<file path="config.mk">
export PLATFORM = sky130hd
export DESIGN_NAME = wb_ptp_rtc
export DESIGN_NICKNAME = d
export VERILOG_FILES = /design/src/rtl/wb_ptp_rtc.sv
export SDC_FILE = /design/constraint.sdc
export NUM_CORES = 1
export LEC_CHECK = 0
export ABC_AREA = 1
export ABC_CLOCK_PERIOD_IN_PS = 4450
export CORE_MARGIN = 8
export CORE_UTILIZATION = 40
export DETAILED_ROUTE_END_ITERATION = 8
export PLACE_DENSITY = 0.7
export SLEW_MARGIN = 40
export SYNTH_ARGS = -nofsm -noshare
export SYNTH_HDL_FRONTEND = slang
export SYNTH_SLANG_ARGS = --single-unit
</file>
<file path="constraint.sdc">
create_clock -name clock_main -period 4.45 [get_ports clock_main]
set_clock_uncertainty 0.1 [all_clocks]
set_input_delay 0.89 -clock clock_main [delete_from_list [all_inputs] [get_ports clock_main]]
set_output_delay 0.89 -clock clock_main [all_outputs]
set_load 0.05 [all_outputs]
</file>
<file path="src/rtl/wb_ptp_rtc.sv">
// wb_ptp_rtc: Wishbone B4 classic slave holding a free-running PTP
// time-of-day clock (32-bit seconds, 30-bit nanoseconds, 24-bit fraction).
// Firmware can snapshot, load and retune the clock through six registers.
// A pps strobe is raised for one cycle each time the seconds roll over.
module wb_ptp_rtc #(
    parameter logic [31:0] INC_DEFAULT = 32'h5355_5555,
    parameter int unsigned NS_PER_SEC  = 1_000_000_000
) (
    input  logic        clock_main,
    input  logic        rst_n,
    input  logic [31:0] wbs_adr_i,
    input  logic [31:0] wbs_dat_i,
    output logic [31:0] wbs_dat_o,
    input  logic        wbs_we_i,
    input  logic [3:0]  wbs_sel_i,
    input  logic        wbs_stb_i,
    input  logic        wbs_cyc_i,
    output logic        wbs_ack_o,
    output logic        pps_o,
    output logic [31:0] time_sec_o,
    output logic [29:0] time_ns_o
);

    localparam logic [30:0] NS_MOD = 31'(NS_PER_SEC);

    localparam logic [2:0] REG_CTRL     = 3'd0;
    localparam logic [2:0] REG_INC      = 3'd1;
    localparam logic [2:0] REG_SNAP_SEC = 3'd2;
    localparam logic [2:0] REG_SNAP_NS  = 3'd3;
    localparam logic [2:0] REG_LOAD_SEC = 3'd4;
    localparam logic [2:0] REG_LOAD_NS  = 3'd5;

    logic        en;
    logic        err;
    logic [31:0] inc;
    logic [31:0] snap_sec;
    logic [29:0] snap_ns;
    logic [31:0] load_sec;
    logic [29:0] load_ns;
    logic [23:0] frac;

    logic [2:0]  reg_sel;
    logic        access;
    logic        wr;
    logic        wr_ctrl;
    logic        snap_pulse;
    logic        load_pulse;
    logic        load_bad;
    logic [31:0] rdata;
    logic [31:0] inc_merged;
    logic [31:0] lsec_merged;
    logic [31:0] lns_merged;
    logic [24:0] frac_sum;
    logic [30:0] ns_sum;
    logic [30:0] ns_wrap;
    logic        rollover;
    logic        unused_bits;

    // Byte-lane merge of a write into an existing register value.
    function automatic logic [31:0] merge_bytes(input logic [31:0] old_val,
                                                input logic [31:0] new_val,
                                                input logic [3:0]  lanes);
        logic [31:0] res;
        res = old_val;
        for (int b = 0; b < 4; b++) begin
            if (lanes[b]) res[8*b +: 8] = new_val[8*b +: 8];
        end
        return res;
    endfunction

    // A request is taken only when ack is low, so each transfer acks once.
    assign reg_sel     = wbs_adr_i[4:2];
    assign access      = wbs_cyc_i & wbs_stb_i & ~wbs_ack_o;
    assign wr          = access & wbs_we_i;
    assign wr_ctrl     = wr & (reg_sel == REG_CTRL) & wbs_sel_i[0];
    assign snap_pulse  = wr_ctrl & wbs_dat_i[1];
    assign load_pulse  = wr_ctrl & wbs_dat_i[2];
    assign load_bad    = ({1'b0, load_ns} >= NS_MOD);

    assign inc_merged  = merge_bytes(inc, wbs_dat_i, wbs_sel_i);
    assign lsec_merged = merge_bytes(load_sec, wbs_dat_i, wbs_sel_i);
    assign lns_merged  = merge_bytes({2'b00, load_ns}, wbs_dat_i, wbs_sel_i);

    // Fractional carry feeds the nanosecond add in the same cycle.
    assign frac_sum    = {1'b0, frac} + {1'b0, inc[23:0]};
    assign ns_sum      = {1'b0, ns_cur()} + {23'd0, inc[31:24]} + {30'd0, frac_sum[24]};
    assign rollover    = (ns_sum >= NS_MOD);
    assign ns_wrap     = ns_sum - NS_MOD;

    assign unused_bits = ^{wbs_adr_i[31:5], wbs_adr_i[1:0], lns_merged[31:30], ns_wrap[30]};

    function automatic logic [29:0] ns_cur();
        return time_ns_o;
    endfunction

    // Read mux over the register file; unmapped offsets return zero.
    always_comb begin
        rdata = 32'd0;
        case (reg_sel)
            REG_CTRL:     rdata = {28'd0, err, 2'b00, en};
            REG_INC:      rdata = inc;
            REG_SNAP_SEC: rdata = snap_sec;
            REG_SNAP_NS:  rdata = {2'b00, snap_ns};
            REG_LOAD_SEC: rdata = load_sec;
            REG_LOAD_NS:  rdata = {2'b00, load_ns};
            default:      rdata = 32'd0;
        endcase
    end

    // Wishbone handshake: single-cycle ack with read data captured alongside.
    always_ff @(posedge clock_main) begin
        if (!rst_n) begin
            wbs_ack_o <= 1'b0;
            wbs_dat_o <= 32'd0;
        end else begin
            wbs_ack_o <= access;
            wbs_dat_o <= (access && !wbs_we_i) ? rdata : 32'd0;
        end
    end

    // Register file writes, sticky error flag and coherent snapshot capture.
    always_ff @(posedge clock_main) begin
        if (!rst_n) begin
            en       <= 1'b0;
            err      <= 1'b0;
            inc      <= INC_DEFAULT;
            snap_sec <= 32'd0;
            snap_ns  <= 30'd0;
            load_sec <= 32'd0;
            load_ns  <= 30'd0;
        end else begin
            if (wr_ctrl) en <= wbs_dat_i[0];
            if (wr && reg_sel == REG_INC) inc <= inc_merged;
            if (wr && reg_sel == REG_LOAD_SEC) load_sec <= lsec_merged;
            if (wr && reg_sel == REG_LOAD_NS) load_ns <= lns_merged[29:0];
            // A faulty load sets ERR even if the same write asks to clear it.
            if (load_pulse && load_bad) err <= 1'b1;
            else if (wr_ctrl && wbs_dat_i[3]) err <= 1'b0;
            if (snap_pulse) begin
                snap_sec <= time_sec_o;
                snap_ns  <= time_ns_o;
            end
        end
    end

    // Time-of-day counter: load takes priority over the per-cycle advance.
    always_ff @(posedge clock_main) begin
        if (!rst_n) begin
            time_sec_o <= 32'd0;
            time_ns_o  <= 30'd0;
            frac       <= 24'd0;
            pps_o      <= 1'b0;
        end else begin
            pps_o <= 1'b0;
            if (load_pulse) begin
                time_sec_o <= load_sec;
                time_ns_o  <= load_bad ? 30'd0 : load_ns;
                frac       <= 24'd0;
            end else if (en) begin
                frac <= frac_sum[23:0];
                if (rollover) begin
                    time_ns_o  <= ns_wrap[29:0];
                    time_sec_o <= time_sec_o + 32'd1;
                    pps_o      <= 1'b1;
                end else begin
                    time_ns_o <= ns_sum[29:0];
                end
            end
        end
    end

endmodule

</file>
======== Word-level counts from Yosys, hierarchy flattened ========
Cells that the tools add are included.
Widths: inputs -> output; s select.
storage, ports and cells
  latch bits .............................. 0
  register bits after elaboration ......... 278
  output and inout bits ................... 96
  ROM bits ................................ 0
  bits in writable memories ............... 0
  bits of input ports ..................... 73
  memories kept ........................... 0
operators by class
  multipliers ............................. 0
  reductions and logical operators ........ 27
  shift-type cells ........................ 0
  add/subtract/negate cells ............... 5
  div/mod/pow operators ................... 0
  equality and inequality tests ........... 5
  mux-type cells .......................... 11
  $lt $le $gt $ge ......................... 2
  bitwise operators ....................... 10
operator list
  kind                    count
  $pmux 32 s6             1
  $mux 30                 4
  $mux 32                 3
  $add 32x1->32 const B   1
  $add 30x8->31           1
  $add 31x1->31           1
  $ge 31x30->1 const B    1
  $ge 30x30->1 const B    1
  $sub 30x30->30 const B  1
  $reduce_and 2->1        14
  $add 24x24->25          1
  $and 1x1->1             7
  $eq 3x2->1 const B      2
  $eq 3x3->1 const B      2
  $logic_and 1x1->1       6
  $reduce_bool 2->1       3
  $eq 3x1->1 const B      1
  $logic_not 3->1         1
  $mux 1                  3
  $not 1->1               3
  $reduce_or 3->1         1
  $reduce_or 2->1         1
  $logic_not 1->1         1

======== Logic depth before layout (Yosys ltp) ========
  depth after elaboration ................. 8
  mapped depth ............................ 37
  gate-level depth less buffers ........... 37

======== Worst setup path before layout ========
OpenSTA, ideal clock, no wires.
  path type ............................... register to register
  start ................................... reg inc[3]
  end ..................................... reg time_sec_o[20]
  setup time .............................. 0.132 ns
  stages on the path, launching flop included .. 36
  data arrival time ....................... 4.329 ns
  setup slack ............................. -0.112 ns
  cell sequence ........................... dfxtp_1 > ha_1 > inv_1 > o21ai_0 > nand3_1 > o211ai_1 > nand2_1 > nand2_1 > nand2_1 > nand3_1 > nand3_1 > nand2_1 > nand2_1 > nor3_1 > a2111oi_0 > fa_1 > inv_1 > fa_1 > nand3_1 > nand3_2 > nand2_1 > nand2_1 > ha_1 > inv_1 > nand2_1 > nand2_1 > nand2_1 > inv_2 > nand3_2 > nand3_4 > nand2_2 > nand2_4 > inv_4 > buf_6 > nand2_1 > a21oi_1
between the ends
  longest elaborated chain between the ends .. 5
ends and longest elaborated chain
  item                         line  source
  from (decl)                  35    logic [31:0] inc;
  from (signal assigned)       133   if (wr && reg_sel == REG_INC) inc <= inc_merged;
  $add 24x24->25               85    assign frac_sum = {1'b0, frac} + {1'b0, inc[23:0]};
  $add 31x1->31                86    assign ns_sum = {1'b0, ns_cur()} + {23'd0, inc[31:24]} + {30'd0, frac_sum[24]};
  $ge 31x30->1                 87    assign rollover = (ns_sum >= NS_MOD);
  $reduce_bool 2->1 (no line)  --
  $reduce_and 2->1 (no line)   --
  to (signal assigned)         156   time_sec_o <= load_sec;
  to (signal assigned)         163   time_sec_o <= time_sec_o + 32'd1;
  to (decl)                    20    output logic [31:0] time_sec_o,
No other way between the ends.
A chain may end at the register's enable or synchronous reset.

======== Worst setup path after layout ========
  start ................................... reg frac[15]
  end ..................................... reg time_sec_o[29]
between the ends
  longest elaborated chain between the ends .. 5
ends and longest elaborated chain
  item                         line  source
  from (decl)                  40    logic [23:0] frac;
  from (signal assigned)       160   frac <= frac_sum[23:0];
  $add 24x24->25               85
  $add 31x1->31                86
  $ge 31x30->1                 87
  $reduce_bool 2->1 (no line)  --
  $reduce_and 2->1 (no line)   --
No other way between the ends.

==> out/metrics.yaml <==
swShare: 0.2327
track_usage: 0.2519
dieArea_sq_mm: 0.04379
vias: 16470
max_freq_mhz: 201.9
crit_arrival_ns: 5.27
outcome: "finished, violations left"
worstPathMaxFanout: 8
yosysSeqAreaShare: 0.3726
cp_num_buf_inv: 5
route.top_layer_used: "met4"
async_reset_ff_frac: 0
max_slew_margin: 0.4137
fp.dieH_um: 209.3
viasPerCell: 5.482
num_antenna_cells: 0
netlist_instances: 2210
synth_nets: 2319
holdCritStartpoint: "snap_ns[6]"
power_density_mw_per_mm2: 270.5
grt_pass1_vias: 15700
power.net_switching_mw: 1.275
crit_family: "simple AND/OR/NAND/NOR gates"
drt_iter0_drc: 1460
ys_types: 54
routed_wl_mm: 58.65
clockBufferDepth: 3
cts_tree: "built"
wl_per_cell_um: 19.52
p_leak_nw: 8.248
failed_checks: "setup timing"
cp-end-kind: "register"
final_cells: 3005
seqPwrFrac: 0.459
drive_above_1_share: 0.1880
post-route-util: 0.5520
crit_top_cell: "nand2_4"
avgSynthCellArea_sq_um: 6.759
slowest_delay_ns: 0.41
critPathLaunch: "frac[15]"
wl_met2_mm: 27.42
synth_edf_count: 0
r2r-start: "frac[15]"
io_pins: 169
layout_commonest_cell: "nand2_1"
setup_ws_ns: -0.5035
grt_max_degree: 94
placed_cells_incl_taps: 2898
ys_warn_count: 0
netlist_area_sq_mm: 0.01494
syn_to_final_growth_pct: 35.61
irDropWorstVdd_mv: 0.2971
mostFrequentLayoutCells: "366 x nand2_1, 294 x inv_1, 265 x dfxtp_1"
fp.dieW_um: 209.3
coreArea_sq_mm: 0.03670
internal_power_mw: 4.204
path_clk_slew_ns: 0.06
grt_overflow_total: 0
p_total_mw: 5.479
hp-class: "reg -> reg"
synth_ff_type: "dfxtp_1"
ys_ff_latch: 278
clock_sinks: 278
drt_drc_violations_left: 0
hold_ws_ns: 0.3597
wl_met3_mm: 4.797
critPathKind: "reg -> reg"
first_pass_iters: 7
fin_nets: 2624
start_util: 0.4071
rsz0062_at_grt: "yes"
setup_violations: 58
clkPwrFrac: 0.490
cap_violations: 0
clock_latency_ns: 0.58
fin_tns_setup_ns: -24.54
m1WireLength_mm: 24.33
hold_violations: 0
fin_crit_ns: 4.954
critical_path.slowest_cell: "fa_2"
root_buffer: "clkbuf_16"
final_max_slew_viol_count: 0
io_buffers: 139
startpoint_type: "register"
fin_crit_sh: 1.113
grt_first_pass_wirelength_mm: 88.17
antenna_found_initial: 0
p_comb_frac: 0.051
detailed_place_hpwl_mm: 42.36
rows: 70
antenna_left: 0
fillers: 3459
worst_pin_slew_ns: 0.8794
gp_congestion: 0.9353
htree_levels: 1
worstPathRequired_ns: 4.77
cts_buffers: 31
-- power by group through the flow --
stage / logic [mW] / clock network, mW / registers (mW)
after floorplan: 0.121 / 0 / 2.58
after global placement: 0.258 / 0 / 2.57
after detailed placement: 0.261 / 0 / 2.57
after CTS: 0.268 / 2.70 / 2.51
after global routing: 0.297 / 2.81 / 2.51
final: 0.278 / 2.69 / 2.51
-- worst min-delay path, cell delays in order (launching register included) --
cell	delay [ns]
dfxtp_1	0.30
inv_1	0.06
a21oi_1	0.05
-- cells in the mapped netlist, drive strengths merged (20+ instances only) --
cell    instances  area share
nand2         445        0.11
inv           307       0.077
dfxtp         278        0.37
o21ai         243       0.082
a21oi         220       0.075
nor2          198       0.052
nand3         139       0.049
clkbuf         81       0.020
xor2           43       0.025
o22ai          38       0.016
ha             33       0.028
nand4          27       0.011
nor3           26      0.0094
a211oi         20       0.010
-- repair_timing --
item                                    4_1_cts  5_1_grt
pin swaps                                    32       25
hold buffers                                  0        0
resized for setup                           116       96
setup buffers                                37       10
gates cloned                                  2        4
endpoints found under the setup margin       54       58
-- layer usage --
metal	global-route usage	vias to the layer above
li1	-	7931
met3	0.04113	141
met5	0	-
met2	0.4249	759
met1	0.3219	7641
met4	0.08919	0
-- through the flow --
stage                     setup WS (ns)  instance area (sq um)
final                           -0.5035                  20260
after global routing            -0.6610                  20260
after CTS                       -0.2454                  19700
after detailed placement        -0.6781                  17890
after global placement          -0.6477                  17890
after floorplan                0.009486                  14950
-- flip-flops by register name (all words and copies together) (netlist names) --
register	flops
load_ns	30
wbs_dat_o	32
time_ns_o	30
time_sec_o	32
snap_sec	32
load_sec	32
frac	24
wbs_ack_o	1
en	1
err	1
pps_o	1
snap_ns	30
inc	32
-- final cells by class --
type	instances	area, sq um	area share
repair buffers	363	3221	0.1590
flip-flops and latches	278	5587	0.2758
multi-input cells	1525	8548	0.4220
well taps	468	585.6	0.02891
clock buffers	42	877.1	0.04330
inverters	313	1204	0.05942
repair inverters	3	57.56	0.002841
clock inverters	13	177.7	0.008771
-- final timing paths --
| path | to | cells after the start | slack (ns) |
|---|---|---|---|
| worst max-delay path | time_sec_o[29] | 32 | -0.50 |
| worst min-delay path | snap_ns[6] | 2 | 0.36 |
| worst max register to register | time_sec_o[29] | 32 | -0.50 |
| worst min register to register | snap_ns[6] | 2 | 0.36 |
-- cells by family (layout without fill, tap and decap cells) --
group / Yosys count / after routing / share of synthesized area
AND/OR/NAND/NOR: 851 / 851 / 0.2432
AO/OA/AOI/OAI: 588 / 588 / 0.2170
flip-flops: 278 / 278 / 0.3726
adder cells (fa/ha/maj): 36 / 36 / 0.03166
XOR/XNOR: 50 / 50 / 0.02932
buffers and inverters: 407 / 734 / 0.1062
(Power assumes the default switching activity.)
